<file path="config.mk">
export PLATFORM = sky130hd
export DESIGN_NAME = vga_capture
export DESIGN_NICKNAME = d
export VERILOG_FILES = /design/src/rtl/vga_capture.sv
export SDC_FILE = /design/constraint.sdc
export NUM_CORES = 1
export LEC_CHECK = 0
export BUFFER_PORTS_ARGS = -buffer_cell sky130_fd_sc_hd__buf_4
export CAP_MARGIN = 10
export CORE_UTILIZATION = 62
export CTS_CLUSTER_DIAMETER = 60
export DETAILED_ROUTE_END_ITERATION = 8
export HOLD_SLACK_MARGIN = 0.02
export PLACE_DENSITY_LB_ADDON = 0.3
export SLEW_MARGIN = 0
export SYNTH_ARGS = -nofsm -noshare
export SYNTH_HDL_FRONTEND = slang
export SYNTH_SLANG_ARGS = --single-unit
</file>
<file path="constraint.sdc">
create_clock -name clk_i -period 11.4 [get_ports clk_i]
set_clock_uncertainty 0.2 [all_clocks]
set_input_delay 0 -clock clk_i [delete_from_list [all_inputs] [get_ports clk_i]]
set_output_delay 0 -clock clk_i [all_outputs]
set_load 0.02 [all_outputs]
</file>
<file path="src/rtl/vga_capture.sv">
// vga_capture: VGA receive monitor. Registers hsync, vsync and RGB on clk_i,
// rebuilds line and frame position, locks onto the configured timing and
// strobes out every active pixel with its coordinates and colour.
//
// Ports:
//   clk_i, rst_i          clock, asynchronous active-high reset
//   vga_hs_i, vga_vs_i    sync inputs (asserted level set by SYNC_POL)
//   vga_rgb_i             pixel colour
//   locked_o              high while the timing is locked
//   pix_valid_o           one strobe per active pixel, 2 clocks after the sample
//   pix_x_o, pix_y_o      active-area coordinates of the strobed pixel
//   pix_rgb_o             captured colour (held between strobes)
//   sof_o                 high with the strobe of pixel (0,0)
//   err_o, err_cnt_o      violation pulse and saturating violation count
//   frame_crc_o           CRC-16-CCITT of the last fully locked frame
//   crc_valid_o           one-cycle pulse when frame_crc_o is updated
//
// Build option: define VGA_CAPTURE_CRC_EN to build the per-frame CRC;
// without it frame_crc_o and crc_valid_o are tied to 0.
`ifndef VGA_RGB_W
`define VGA_RGB_W 12
`endif
`ifndef X_POS_W
`define X_POS_W 10
`endif
`ifndef Y_POS_W
`define Y_POS_W 10
`endif

module vga_capture #(
    parameter int H_ACTIVE = 640,
    parameter int H_FP     = 16,
    parameter int H_SYNC   = 96,
    parameter int H_BP     = 48,
    parameter int V_ACTIVE = 480,
    parameter int V_FP     = 10,
    parameter int V_SYNC   = 2,
    parameter int V_BP     = 33,
    parameter int SYNC_POL = 0,
    parameter int PIX_DIV  = 1
) (
    input  logic                  clk_i,
    input  logic                  rst_i,
    input  logic                  vga_hs_i,
    input  logic                  vga_vs_i,
    input  logic [`VGA_RGB_W-1:0] vga_rgb_i,
    output logic                  locked_o,
    output logic                  pix_valid_o,
    output logic [`X_POS_W-1:0]   pix_x_o,
    output logic [`Y_POS_W-1:0]   pix_y_o,
    output logic [`VGA_RGB_W-1:0] pix_rgb_o,
    output logic                  sof_o,
    output logic                  err_o,
    output logic [7:0]            err_cnt_o,
    output logic [15:0]           frame_crc_o,
    output logic                  crc_valid_o
);
    localparam int RGB_W   = `VGA_RGB_W;
    localparam int H_LINE  = H_ACTIVE + H_FP + H_SYNC + H_BP;   // pixels per line
    localparam int H_TOTAL = H_LINE * PIX_DIV;                  // clocks per line
    localparam int H_MAX   = 2 * H_TOTAL;
    localparam int V_TOTAL = V_ACTIVE + V_FP + V_SYNC + V_BP;
    localparam int V_MAX   = 2 * V_TOTAL;
    localparam int HW      = $clog2(H_MAX + 1);
    localparam int XCW     = $clog2(2 * H_LINE + 1);
    localparam int VW      = $clog2(V_MAX + 1);
    localparam int PW      = (PIX_DIV > 1) ? $clog2(PIX_DIV) : 1;

    localparam logic [HW-1:0]  H_SAT  = HW'(H_MAX);
    localparam logic [HW-1:0]  H_TMO  = HW'(H_MAX - 1);
    localparam logic [HW-1:0]  H_END  = HW'(H_TOTAL - 1);
    localparam logic [VW-1:0]  V_SAT  = VW'(V_MAX);
    localparam logic [VW-1:0]  V_END  = VW'(V_TOTAL - 1);
    localparam logic [VW-1:0]  Y_LO   = VW'(V_SYNC + V_BP);
    localparam logic [VW-1:0]  Y_HI   = VW'(V_SYNC + V_BP + V_ACTIVE - 1);
    localparam logic [XCW-1:0] X_LO   = XCW'(H_SYNC + H_BP);
    localparam logic [XCW-1:0] X_HI   = XCW'(H_SYNC + H_BP + H_ACTIVE - 1);
    localparam logic [PW-1:0]  PH_END = PW'(PIX_DIV - 1);
    localparam logic           POL    = (SYNC_POL != 0);

    typedef enum logic [1:0] {UNLOCKED, MEASURE, LOCKED} state_t;
    state_t state, state_nxt;

    logic             hs_r, vs_r, hs_q, vs_q;
    logic [RGB_W-1:0] rgb_r;
    logic [HW-1:0]    h_cnt, h_nxt;
    logic [PW-1:0]    ph_cnt, ph_nxt;     // clock within the current pixel
    logic [XCW-1:0]   px_cnt, px_nxt;     // h_cnt / PIX_DIV, kept incrementally
    logic [VW-1:0]    v_cnt, v_nxt;
    logic             vs_pend, vs_pend_nxt, meas_bad, meas_bad_nxt;
    logic             hs_edge, vs_edge, v_clr, h_ok, v_ok, timeout, viol, pix_hit;

    assign hs_edge = (hs_r == POL) && (hs_q != POL);
    assign vs_edge = (vs_r == POL) && (vs_q != POL);
    // A line start with a pending (or simultaneous) vsync starts a new frame.
    assign v_clr   = hs_edge && (vs_pend || vs_edge);
    assign h_ok    = (h_cnt == H_END);
    assign v_ok    = (v_cnt == V_END);
    // Fires once, in the cycle the counter steps onto its saturation value.
    assign timeout = !hs_edge && (h_cnt == H_TMO);
    assign locked_o = (state == LOCKED);

    always_comb begin
        h_nxt       = h_cnt;
        ph_nxt      = ph_cnt;
        px_nxt      = px_cnt;
        v_nxt       = v_cnt;
        vs_pend_nxt = vs_pend;
        if (hs_edge) begin
            h_nxt  = '0;
            ph_nxt = '0;
            px_nxt = '0;
        end else if (h_cnt != H_SAT) begin
            h_nxt = h_cnt + 1'b1;
            if (ph_cnt == PH_END) begin
                ph_nxt = '0;
                px_nxt = px_cnt + 1'b1;
            end else begin
                ph_nxt = ph_cnt + 1'b1;
            end
        end
        if (v_clr) begin
            v_nxt       = '0;
            vs_pend_nxt = 1'b0;
        end else begin
            if (hs_edge && v_cnt != V_SAT) v_nxt = v_cnt + 1'b1;
            if (vs_edge) vs_pend_nxt = 1'b1;
        end
    end

    always_comb begin
        state_nxt    = state;
        meas_bad_nxt = meas_bad;
        viol         = 1'b0;
        case (state)
            UNLOCKED: if (v_clr) begin
                state_nxt    = MEASURE;
                meas_bad_nxt = 1'b0;
            end
            MEASURE: begin
                if (hs_edge && !h_ok) meas_bad_nxt = 1'b1;
                if (v_clr) begin
                    // The closing edge's own period counts towards the frame.
                    if (!meas_bad && h_ok && v_ok) state_nxt = LOCKED;
                    meas_bad_nxt = 1'b0;
                end
            end
            LOCKED: if ((hs_edge && !h_ok) || (v_clr && !v_ok)) begin
                viol      = 1'b1;
                state_nxt = UNLOCKED;
            end
            default: state_nxt = UNLOCKED;
        endcase
        if (timeout) begin
            state_nxt = UNLOCKED;
            if (state == LOCKED) viol = 1'b1;
        end
    end

    // Positions use the next-state counters so the pixel lines up with rgb_r;
    // the output register then gives two clocks from pin to strobe.
    assign pix_hit = (state == LOCKED) && !viol && (ph_nxt == '0) &&
                     (px_nxt >= X_LO) && (px_nxt <= X_HI) &&
                     (v_nxt >= Y_LO) && (v_nxt <= Y_HI);

    always_ff @(posedge clk_i or posedge rst_i) begin
        if (rst_i) begin
            hs_r <= 1'b0; vs_r <= 1'b0; hs_q <= 1'b0; vs_q <= 1'b0;
            rgb_r <= '0;
            h_cnt <= '0; ph_cnt <= '0; px_cnt <= '0; v_cnt <= '0;
            vs_pend <= 1'b0; meas_bad <= 1'b0;
            state <= UNLOCKED;
            pix_valid_o <= 1'b0; sof_o <= 1'b0; err_o <= 1'b0; err_cnt_o <= '0;
            pix_x_o <= '0; pix_y_o <= '0; pix_rgb_o <= '0;
        end else begin
            hs_r <= vga_hs_i; vs_r <= vga_vs_i; hs_q <= hs_r; vs_q <= vs_r;
            rgb_r <= vga_rgb_i;
            h_cnt <= h_nxt; ph_cnt <= ph_nxt; px_cnt <= px_nxt; v_cnt <= v_nxt;
            vs_pend <= vs_pend_nxt; meas_bad <= meas_bad_nxt;
            state <= state_nxt;
            pix_valid_o <= pix_hit;
            sof_o <= pix_hit && (px_nxt == X_LO) && (v_nxt == Y_LO);
            err_o <= viol;
            if (viol && err_cnt_o != 8'hFF) err_cnt_o <= err_cnt_o + 1'b1;
            if (pix_hit) begin
                pix_x_o   <= `X_POS_W'(px_nxt - X_LO);
                pix_y_o   <= `Y_POS_W'(v_nxt - Y_LO);
                pix_rgb_o <= rgb_r;
            end
        end
    end

`ifdef VGA_CAPTURE_CRC_EN
    localparam int CW = ((RGB_W + 7) / 8) * 8;
    logic [15:0] crc;
    logic        frame_full;   // current frame began while LOCKED, no violation since

    function automatic logic [15:0] crc_upd(input logic [15:0] c, input logic [CW-1:0] d);
        logic [15:0] r;
        r = c;
        for (int i = CW - 1; i >= 0; i--)
            r = {r[14:0], 1'b0} ^ (((r[15] ^ d[i]) == 1'b1) ? 16'h1021 : 16'h0000);
        return r;
    endfunction

    always_ff @(posedge clk_i or posedge rst_i) begin
        if (rst_i) begin
            crc <= 16'hFFFF; frame_full <= 1'b0;
            frame_crc_o <= '0; crc_valid_o <= 1'b0;
        end else begin
            crc_valid_o <= 1'b0;
            if (viol) begin
                crc <= 16'hFFFF;
                frame_full <= 1'b0;
            end else if (v_clr) begin
                if (state == LOCKED && frame_full) begin
                    crc_valid_o <= 1'b1;
                    frame_crc_o <= crc;
                end
                crc <= 16'hFFFF;
                frame_full <= (state_nxt == LOCKED);
            end else if (pix_hit) begin
                crc <= crc_upd(crc, CW'(rgb_r));
            end
        end
    end
`else
    assign frame_crc_o = '0;
    assign crc_valid_o = 1'b0;
`endif
endmodule
</file>
==> results of run 1 <==
-- power by group --
group / internal [mW] / leakage (nW) / total, mW / switching, mW
logic: 0.0379 / 1.48 / 0.0922 / 0.0542
clock network: 0.0904 / 0.101 / 0.221 / 0.131
registers: 0.359 / 1.30 / 0.379 / 0.0196
total: 0.488 / 2.87 / 0.692 / 0.205
-- final timing paths --
| kind | start | end | slack (ns) |
|---|---|---|---|
| min in group clk_i | vga_rgb_i[9] | rgb_r[9] | 0.08 |
| worst min-delay path | rst_i | rgb_r[0] | 0.01 |
| worst max register to register | v_cnt[5] | pix_rgb_o[9] | 7.07 |
| worst max-delay path | v_cnt[5] | pix_rgb_o[9] | 7.07 |
| max in group asynchronous | rst_i | v_cnt[5] | 9.88 |
| worst min register to register | vs_r | vs_q | 0.20 |
-- timing repair --
item	4_1_cts	5_1_grt
endpoints found under the hold margin	52	0
endpoints found under the setup margin	0	0
hold buffers	15	0
-- cells in the mapped netlist (all sizes together), types with 9 or more instances --
cell / n
nor4: 9
mux2: 30
nand2: 28
nor2: 36
nand3: 13
dfrtp: 97
xor2: 11
o21ai: 13
xnor2: 31
a311oi: 11
ha: 12
and3: 9
nor3: 10
buf: 33
inv: 23
-- layout make-up --
cell class / count / area share
multi-input cells: 325 / 0.422
clock inverters: 6 / 0.0100
inverters: 23 / 0.0148
repair buffers: 78 / 0.104
flip-flops and latches: 97 / 0.405
well taps: 105 / 0.0219
clock buffers: 10 / 0.0229
-- worst register-to-register path: cells and delay by family, from the launching register on --
family	cells	cell delay (ns)
and+or+nand+nor	6	1.38
AOI/OAI and AO/OA	4	1.15
DFF	1	0.50
muxes	1	0.38
buffers and inverters	1	0.34
adders and majority gates	1	0.29
-- state kept, by name, summed over array words and instances (netlist names), 2 cells and up --
name       count
pix_rgb_o     12
pix_x_o       10
state          2
err_cnt_o      8
pix_y_o       10
v_cnt         11
px_cnt        11
h_cnt         11
rgb_r         12
-- logic make-up (layout without fill, tap and decap cells) --
family          after synthesis  after routing  synth area share
simple gates                155            155             0.167
flops                        97             97             0.462
compound gates               62             62             0.101
buf+inv                      61            117            0.0681
xor+xnor                     42             42            0.0736
mux                          37             37            0.0979
fa+ha+maj                    12             12            0.0286
other cells                   1             17          0.000714
-- through the flow --
step                total power [mW]  utilization  area (sq um)  hold WS (ns)
detailed placement             0.472        0.688          5650        -0.140
global route                   0.722        0.730          6000        0.0620
CTS                            0.695        0.730          6000        0.0238
global placement               0.468        0.688          5650        -0.141
floorplan                      0.452            -          5310        -0.169
finish                         0.692        0.730          6000        0.0113
-- layer usage --
| layer | share of wire | vias up | GRT usage |
|---|---|---|---|
| li1 | - | 1752 | - |
| met1 | 0.41 | 1865 | 0.330 |
| met2 | 0.52 | 127 | 0.465 |
| met3 | 0.040 | 24 | 0.0494 |
| met4 | 0.025 | 0 | 0.0949 |
| met5 | 0 | - | 0 |
==> parameters.txt, run 1 <==
Parameter                              Value

Synth
  Top flip-flop cell by instance count after synthesis    dfrtp_1
  Cell count after synthesis    roughly 470
  Yosys top cell area share    0.462
  Dominant cell type by area after synthesis    dfrtp_1
  Average cell area after synthesis    between 10 and 15 sq um
  Number of synthesized register bits    97
  Number of distinct library cells after synthesis    just over 80
  EDFF count, synth    0
  Share of synthesized flip-flops with an asynchronous set or reset    1.00
  Top post-synthesis cells by area    dfrtp_1 (46%), mux2_4 (7.1%), xnor2_1 (5.0%)
  Sequential-to-total area share from yosys stat    0.462
  Warnings from Yosys    0
  Area of the mapped netlist    ~5300 sq um

Final layout
  Synth-to-layout area growth    14.2%
  Share of final-layout standard cells stronger than drive strength 1    0.243
  Final net count    562
  Fill cell total of the finished layout    570
  Leading cell types in the layout, fill and taps excluded    dfrtp_1 (97), buf_4 (63), nor2_1 (35), xnor2_1 (30), nand2_1 (27)
  Number of diodes added for antenna fixing    0
  Most common library cell in the layout ignoring fill and taps    dfrtp_1
  Multi-input gate area in the final layout    ~2500 sq um
  Area occupied by registers    ~2400 sq um
  Final cell count without fillers    644

CTS
  Clock Pin Slew Worst Setup and Hold Paths    approximately 0.10 ns
  Number of sinks driven by the clock tree    97
  CTS H-Tree Depth    3
  Maximum buffer depth of the clock tree    2
  TritonCTS clock tree    yes
  Cells resized by post-CTS repair    0
  Clk_lat worst skew    0.36 ns
  Number of buffers inserted during clock tree synthesis    9
  Post-CTS setup buffer count    0
  CTS root buf    clkbuf_8

STA
  Achievable frequency    between 200 and 250 MHz
  Final period utilization    0.380
  Rel. slew slack    0.486
  Setup violation total in the final timing report    0
  Setup_tns    0 ns
  Min cycle time layout    between 4 and 5 ns
  Setup slack after layout    approximately 7.1 ns
  Final-report max-slew violation count    0
  RSZ-0062 raised after global routing    false
  Worst slew pin tran    between 0.7 and 0.8 ns
  Endpoints failing hold    0

Floorplan
  Starting density of the core    0.639
  Core area    8220 sq um
  Chip width    between 90 and 100 microns
  Row count    33
  I/O pin cnt    77
  Die boundary height    roughly 94 microns
  Total die area    just under 9000 sq um

Setup path
  CP Data Required Time    approximately 11 ns
  Crit path top cell by count    nor4_1
  Max incr delay on CP    roughly 0.5 ns
  Critical Path Slowest Stage Cell    dfrtp_1
  Arrival time at the worst endpoint    4.38 ns
  CP delay by family, top    simple AND/OR/NAND/NOR gates
  Worst-case reg-to-reg path depth    13
  Endpoint type of the worst setup path    flip-flop
  Critical path, cell by cell    nor4_1 > nand4_1 > o31ai_1 > nand2_1 > o21ai_0 > ha_1 > nand3_1 > nor4_1 > nor4_1 > a2111oi_4 > o211ai_4 > buf_4 > mux2_4
  Total number of cells along the worst setup path    13
  Setup CP Type    flip-flop to flip-flop
  Critical path buffers and inverters    1
  Category of the worst setup path launch point    flip-flop
  CP Max Fanout    29

Placement
  Final GP Congestion    0.940
  Post-DP HPWL    7790 microns
  Placement-stage worst setup slack    about 7 ns
  Post-placement cell count    613
  Number of buffer cells added on primary ports    59

Job
  Number of max-capacitance violations reported    0

Global routing
  Number of global-route vias before repair    3701
  Largest net degree at the start of global routing    60
  Global-route wire length before repair    18100 microns
  Remaining global-route overflow    0
  Initial antenna violation count    0
  Total GRT Usage    0.266

Power
  Peak supply drop    roughly 0.097 mV
  Leakage dissipation    between 2 and 3 nW
  Total power per unit cell area    115 nW/um^2

Drt
  DRC violation count after routing    0
  1st-pass router iterations    4
  Total routed wirelength    around 11000 microns
  Vias after detailed routing    between 3000 and 4000
  Vias per inst    5.85
  Detailed router's first-iteration violation count    around 250
  Count of nets left with antenna violations after detail routing    0
  Routed WL per cell    about 18 microns

Hold path
  Tightest Hold Check Type    primary input to async pin

Status
  Result of the run    finished, final reports clean
(Power assumes the default switching activity.)
==> run 2: changes to the inputs <==
Settings changed: ABC_AREA set to 1, CORE_UTILIZATION 62 to 52.
Clock period 11.4 ns to 3.6 ns, I/O delays scaled along.
==> run 2 against run 1 <==
Compared with the run above: global-route usage shrank 2.1 points; critical endpoint is now pix_y_o[1]; largest cell class unchanged; register-to-register slack got worse by 6.7 ns; power grew to 3.5 times the previous value.
==> parameters.txt, run 2 <==
Parameter                              Value

Status
  Result of the run    finished, final reports clean

Global routing
  Number of global-route vias before repair    around 4600
  Initial antenna violation count    0
  Total GRT Usage    0.245
  Largest net degree at the start of global routing    42
  Global-route wire length before repair    between 20000 and 25000 microns
  Remaining global-route overflow    0

Synth
  Share of synthesized flip-flops with an asynchronous set or reset    1.00
  Top post-synthesis cells by area    dfrtp_1 (45%), nand2_1 (16%), nand3_1 (5.9%)
  Top flip-flop cell by instance count after synthesis    dfrtp_1
  Average cell area after synthesis    between 7 and 8 sq um
  Area of the mapped netlist    roughly 5400 sq um
  Top cells by count, synth    nand2_1 (230), dfrtp_1 (97), inv_1 (84)
  Sequential-to-total area share from yosys stat    0.449
  Number of distinct library cells after synthesis    34
  Cell count after synthesis    roughly 710
  Yosys top cell area share    0.449
  Number of synthesized register bits    97
  Warnings from Yosys    0
  Dominant cell type by area after synthesis    dfrtp_1
  EDFF count, synth    0
  Top-count cell post-synth    nand2_1

Final layout
  Share of final-layout standard cells stronger than drive strength 1    0.144
  Largest registers    pix_rgb_o: 12 flops, rgb_r: 12 flops
  Final net count    815
  Multi-input gate area in the final layout    2460 sq um
  Final cell count without fillers    925
  Synth-to-layout area growth    15.7%
  Most common library cell in the layout ignoring fill and taps    nand2_1
  Leading cell types in the layout, fill and taps excluded    nand2_1 (230), dfrtp_1 (97), inv_1 (83), buf_4 (70), nand3_1 (64)
  Number of diodes added for antenna fixing    0
  Design Area, Final    around 6300 sq um
  Area occupied by registers    2430 sq um
  Fill cell total of the finished layout    about 850

Power
  Combinational fraction of design power    0.208
  Internal power summed over all cells    ~1.6 mW
  Share of power burned in registers    0.515
  Switch share    0.336
  Sw Pwr    0.819 mW
  Total power per unit cell area    between 300 and 400 nW/um^2
  Peak supply drop    around 0.29 mV
  Leakage dissipation    between 3 and 4 nW
  Part of the power in the clock network    0.277

Drt
  DRC violation count after routing    0
  Detail Route met2 WL    between 6000 and 7000 microns
  Vias after detailed routing    4838
  Total routed wirelength    12500 microns
  Vias per inst    roughly 5.2
  Detailed router's first-iteration violation count    between 300 and 400
  Total met3 wirelength after detailed routing    approximately 570 microns
  Routed WL per cell    approximately 14 microns
  Detailed-routing wirelength on met1    roughly 5500 microns
  Count of nets left with antenna violations after detail routing    0
  Top routing layer used    met4
  1st-pass router iterations    5

Hold path
  Tightest Hold Check Type    primary input to async pin

STA
  RSZ-0062 raised after global routing    false
  Setup_tns    0 ns
  Min cycle time layout    ~3.2 ns
  Rel. slew slack    0.656
  Worst slew pin tran    around 0.52 ns
  Setup violation total in the final timing report    0
  Endpoints failing hold    0
  Setup slack after layout    slightly below 0.4 ns
  Final period utilization    0.891
  Final-report max-slew violation count    0
  Achievable frequency    approximately 310 MHz

Setup path
  Endpoint type of the worst setup path    flip-flop
  Critical Path Slowest Stage Cell    dfrtp_1
  Setup CP Type    flip-flop to flip-flop
  CP Max Fanout    33
  Critical path buffers and inverters    5
  Crit path top cell by count    nand2_1
  CP delay by family, top    simple AND/OR/NAND/NOR gates
  Category of the worst setup path launch point    flip-flop
  CP Data Required Time    between 3 and 4 ns
  Arrival time at the worst endpoint    3.27 ns
  Critical path, cell by cell    inv_1 > ha_1 > nand3_1 > nor2_1 > nor2_2 > nand2_1 > nand2_1 > inv_1 > nor2_1 > inv_1 > ha_1 > inv_1 > nand3_1 > nand2_1 > nor2_1 > nand2_1 > nand2_1 > nand2_1 > nor2_4 > buf_4 > nand4_1 > nand2_1
  Max incr delay on CP    about 0.49 ns

Floorplan
  Chip width    about 100 microns
  Core area    approximately 9900 sq um
  Total die area    between 10000 and 15000 sq um
  Row count    36
  I/O pin cnt    just under 80
  Die boundary height    104 microns
  Starting density of the core    0.545

CTS
  Maximum buffer depth of the clock tree    2
  CTS H-Tree Depth    3
  Number of buffers inserted during clock tree synthesis    9
  Clock Pin Slew Worst Setup and Hold Paths    0.11 ns
  CTS root buf    clkbuf_8
  Number of sinks driven by the clock tree    97
  TritonCTS clock tree    yes
  Clk_lat worst skew    ~0.36 ns

Placement
  Post-placement cell count    a little under 900
  Post-DP HPWL    around 8900 microns
  Placement-stage worst setup slack    a little over 0.4 ns
  Number of buffer cells added on primary ports    a little under 60
  Final GP Congestion    0.928
  Post-Place Cell Area    5910 sq um

Job
  Number of max-capacitance violations reported    0
==> run 2: changes by cell type in the layout (fill, tap and decap cells not counted), sizes merged, moves of 7 or more <==
cell    previous run  this run
or3                7         0
nand4              7        43
nor2              36        66
xnor2             31         6
and3               9         1
inv               26        91
nand2             28       233
buf               63        70
mux2              30         1
a311oi            11         0
mux2i              7         0
nor4               9         1
nand3             13        68
==> run 2: power groups by stage <==
stage,clock [mW],combinational [mW],sequential [mW]
global route,0.738,0.583,1.27
floorplan,0,0.371,1.27
finish,0.675,0.507,1.26
CTS,0.692,0.507,1.26
global placement,0,0.482,1.27
detailed placement,0,0.493,1.28
==> run 2: worst reg2reg max path, stage by stage, from the launching register on <==
cell and delay (ns):
dfrtp_1 0.49, inv_1 0.12, ha_1 0.22, nand3_1 0.12
nor2_1 0.07, nor2_2 0.25, nand2_1 0.08, nand2_1 0.09
inv_1 0.04, nor2_1 0.17, inv_1 0.11, ha_1 0.20
inv_1 0.05, nand3_1 0.07, nand2_1 0.07, nor2_1 0.04
nand2_1 0.07, nand2_1 0.06, nand2_1 0.12, nor2_4 0.06
buf_4 0.24, nand4_1 0.13, nand2_1 0.06
==> run 2: layout make-up <==
class	count	area share
multi-input combinational	505	0.393
sequential	97	0.388
timing repair buffer	85	0.108
inverter	89	0.0538
tap	133	0.0266
clock buffer	9	0.0198
clock inverter	7	0.0104
==> run 2: stage by stage <==
| step | hold WS, ns | util | total power [mW] |
|---|---|---|---|
| 2_1_floorplan | -0.169 | - | 1.64 |
| 3_3_place_gp | -0.121 | 0.597 | 1.75 |
| 3_5_place_dp | -0.114 | 0.597 | 1.77 |
| 4_1_cts | 0.0329 | 0.631 | 2.45 |
| 5_1_grt | 0.0611 | 0.631 | 2.59 |
| 6_report | 0.0192 | 0.631 | 2.44 |
==> run 2: repair_timing <==
item	in CTS	in global routing
hold buffers	15	0
resized for setup	0	1
endpoints found under the setup margin	0	1
buffers inserted	0	0
hold endpoints to repair	111	0
==> run 2: layer usage <==
metal,global-route usage,vias up
li1,-,2379
met1,0.333,2288
met2,0.405,151
met3,0.0345,20
met4,0.0806,0
met5,0,-
==> run 2: final timing paths <==
path                              start         end  slack [ns]  cells past startpoint
max                            v_cnt[0]  pix_y_o[1]        0.39                     22
min                               rst_i   px_cnt[0]        0.02                      3
max reg2reg                    v_cnt[0]  pix_y_o[1]        0.39                     22
min reg2reg                        vs_r        vs_q        0.19                      0
max in group asynchronous         rst_i  pix_y_o[3]        2.42                      4
min in group clk_i         vga_rgb_i[3]    rgb_r[3]        0.08                      2
==> run 2: cell families (layout without fill, tap and decap cells) <==
family | after synthesis | count (layout) | synth area share
buf+inv | 128 | 190 | 0.108
flops | 97 | 97 | 0.449
other cells | 1 | 17 | 0.000694
simple gates | 429 | 429 | 0.353
compound gates | 28 | 28 | 0.0303
xor+xnor | 18 | 18 | 0.0292
mux | 1 | 1 | 0.00208
fa+ha+maj | 12 | 12 | 0.0278
==> run 3: changes to the inputs <==
Clock period 3.6 ns to 2.8 ns, I/O delays scaled along.
==> run 3 against run 2 <==
Compared with the run above: the run now ends with negative setup slack left; cell area is 19% higher; register-to-register slack got worse by 0.64 ns; hold slack better by 0.036 ns; critical path depth shrank 5; core utilization increased by 12 points; routed wire length grew 31%; fmax is 5.4% higher; critical path type unchanged.
==> parameters.txt, run 3 (synthesized netlist as in run 2, its figures left out) <==
Parameter                              Value

Setup path
  CP Data Required Time    around 2.9 ns
  Worst-case reg-to-reg path depth    17
  Arrival time at the worst endpoint    3.13 ns
  Endpoint type of the worst setup path    flip-flop
  Beginning of the worst register-to-register path    v_cnt[0]
  Critical path, cell by cell    inv_2 > ha_4 > nand3_4 > o21ai_4 > buf_4 > buf_4 > nand2_2 > a21oi_2 > nand2_1 > nor2_1 > nand3_1 > nand3_2 > nand3_4 > buf_12 > buf_16 > nand2_1 > nand2_1
  Capture instance of the worst register-to-register path    pix_x_o[3]
  Setup CP Type    flip-flop to flip-flop
  Category of the worst setup path launch point    flip-flop
  Crit path top cell by count    nand2_1
  Max incr delay on CP    between 0.4 and 0.5 ns
  Critical Path Slowest Stage Cell    dfrtp_1
  CP Max Fanout    9
  Critical path buffers and inverters    5
  CP delay by family, top    simple AND/OR/NAND/NOR gates
  Worst reg2reg setup slack    -0.24 ns
  Origin of the worst setup path    v_cnt[0]
  Crit path to    pix_x_o[3]
  Total number of cells along the worst setup path    17

Floorplan
  Die boundary height    about 100 microns
  Total die area    roughly 11000 sq um
  Core area    ~10000 sq um
  Starting density of the core    0.545
  Chip width    around 100 microns
  Row count    36
  I/O pin cnt    77

STA
  Worst hold slack after final layout    between 0.05 and 0.06 ns
  Rel. slew slack    0.461
  Setup violation total in the final timing report    34
  Worst slew pin tran    between 0.8 and 0.9 ns
  Final-report max-slew violation count    0
  Endpoints failing hold    0
  Setup_tns    -5.55 ns
  Final period utilization    1.09
  Achievable frequency    around 330 MHz
  Setup slack after layout    -0.244 ns
  Min cycle time layout    ~3 ns
  RSZ-0062 raised after global routing    true

Status
  Violations in the final reports    negative setup slack
  Result of the run    finished with violations

Power
  Leakage dissipation    about 4 nW
  Combinational fraction of design power    0.265
  Switch share    0.352
  Sw Pwr    approximately 1.2 mW
  Total power per unit cell area    466 nW/um^2
  Sum of internal, switching and leakage power    3.46 mW
  Share of power burned in registers    0.465
  Peak supply drop    around 0.32 mV
  Part of the power in the clock network    0.270
  Internal power summed over all cells    approximately 2.2 mW

Final layout
  Number of diodes added for antenna fixing    0
  Final core utilization    0.748
  Leading cell types in the layout, fill and taps excluded    nand2_1 (189), buf_4 (135), dfrtp_1 (95), inv_1 (72), nand3_1 (55)
  Share of final-layout standard cells stronger than drive strength 1    0.315
  Synth-to-layout area growth    37.2%
  Design Area, Final    7420 sq um
  Largest registers    pix_rgb_o: 12 flops, rgb_r: 12 flops
  Final net count    about 900
  Most common library cell in the layout ignoring fill and taps    nand2_1

CTS
  Clock Pin Slew Worst Setup and Hold Paths    between 0.1 and 0.15 ns
  Number of sinks driven by the clock tree    between 90 and 100
  Clk_lat worst skew    just under 0.4 ns
  CTS root buf    clkbuf_8
  CTS H-Tree Depth    3
  Maximum buffer depth of the clock tree    2
  Number of buffers inserted during clock tree synthesis    9
  TritonCTS clock tree    yes

Drt
  Routed WL per cell    ~16 microns
  Vias after detailed routing    between 5000 and 6000
  Detailed router's first-iteration violation count    445
  Total routed wirelength    16400 microns
  1st-pass router iterations    5
  DRC violation count after routing    0
  Count of nets left with antenna violations after detail routing    0
  Vias per inst    5.45

Placement
  Final GP Congestion    0.935
  Post-Place Cell Area    6260 sq um
  Number of buffer cells added on primary ports    just under 60
  Post-DP HPWL    between 9000 and 10000 microns

Global routing
  Largest net degree at the start of global routing    between 60 and 70
  Remaining global-route overflow    0
  Initial antenna violation count    0
  Number of global-route vias before repair    around 5100
  Global-route wire length before repair    about 25000 microns
  Total GRT Usage    0.288

Hold path
  Tightest Hold Check Type    primary input to flip-flop

Job
  Number of max-capacitance violations reported    0
[run 3: worst min-delay path by stage]
stage / startpoint / to / slack [ns] / cells after the start
after floorplan: vga_hs_i / hs_r / -0.17 / 0
after global placement: vga_rgb_i[11] / rgb_r[11] / -0.09 / 1
after detailed placement: vga_vs_i / vs_r / -0.09 / 1
after CTS: vga_rgb_i[1] / rgb_r[1] / 0.04 / 2
after global routing: vga_rgb_i[1] / rgb_r[1] / 0.05 / 2
final: vga_rgb_i[1] / rgb_r[1] / 0.06 / 2
[run 3: routing by layer]
layer | up-vias | track usage | wire length (microns)
met3 | 60 | 0.0420 | 825
li1 | 2543 | - | -
met4 | 0 | 0.111 | 600
met5 | - | 0 | 0
met2 | 244 | 0.486 | 8120
met1 | 2644 | 0.374 | 6820
[run 3: layout make-up]
cell class              count  area (sq um)
clock buffers               9           124
clock inverters             7          73.8
fillers                   677          2490
inverters                  89           342
multi-input cells         505          2760
flip-flops and latches     97          2430
well taps                 133           166
repair buffers            167          1520
[run 3: repair_timing]
item,in CTS,in global routing
resized for setup,52,63
gates cloned,5,3
setup buffers,28,9
pin swaps,13,22
hold buffers,15,0
endpoints found under the setup margin,34,37
hold endpoints to repair,77,0
[run 3: power by group through the flow]
| stage | Sequential (mW) | Combinational, mW | Clock [mW] |
|---|---|---|---|
| finish | 1.61 | 0.916 | 0.932 |
| CTS | 1.60 | 0.828 | 0.930 |
| global placement | 1.62 | 0.693 | 0 |
| detailed placement | 1.62 | 0.719 | 0 |
| floorplan | 1.63 | 0.476 | 0 |
| global route | 1.62 | 0.997 | 0.985 |
[run 3: through the flow]
step | setup WS [ns] | std cells
floorplan | 0.00174 | 730
global placement | -0.0172 | 934
detailed placement | -0.131 | 934
CTS | -0.00246 | 998
global route | -0.373 | 1007
finish | -0.244 | 1007
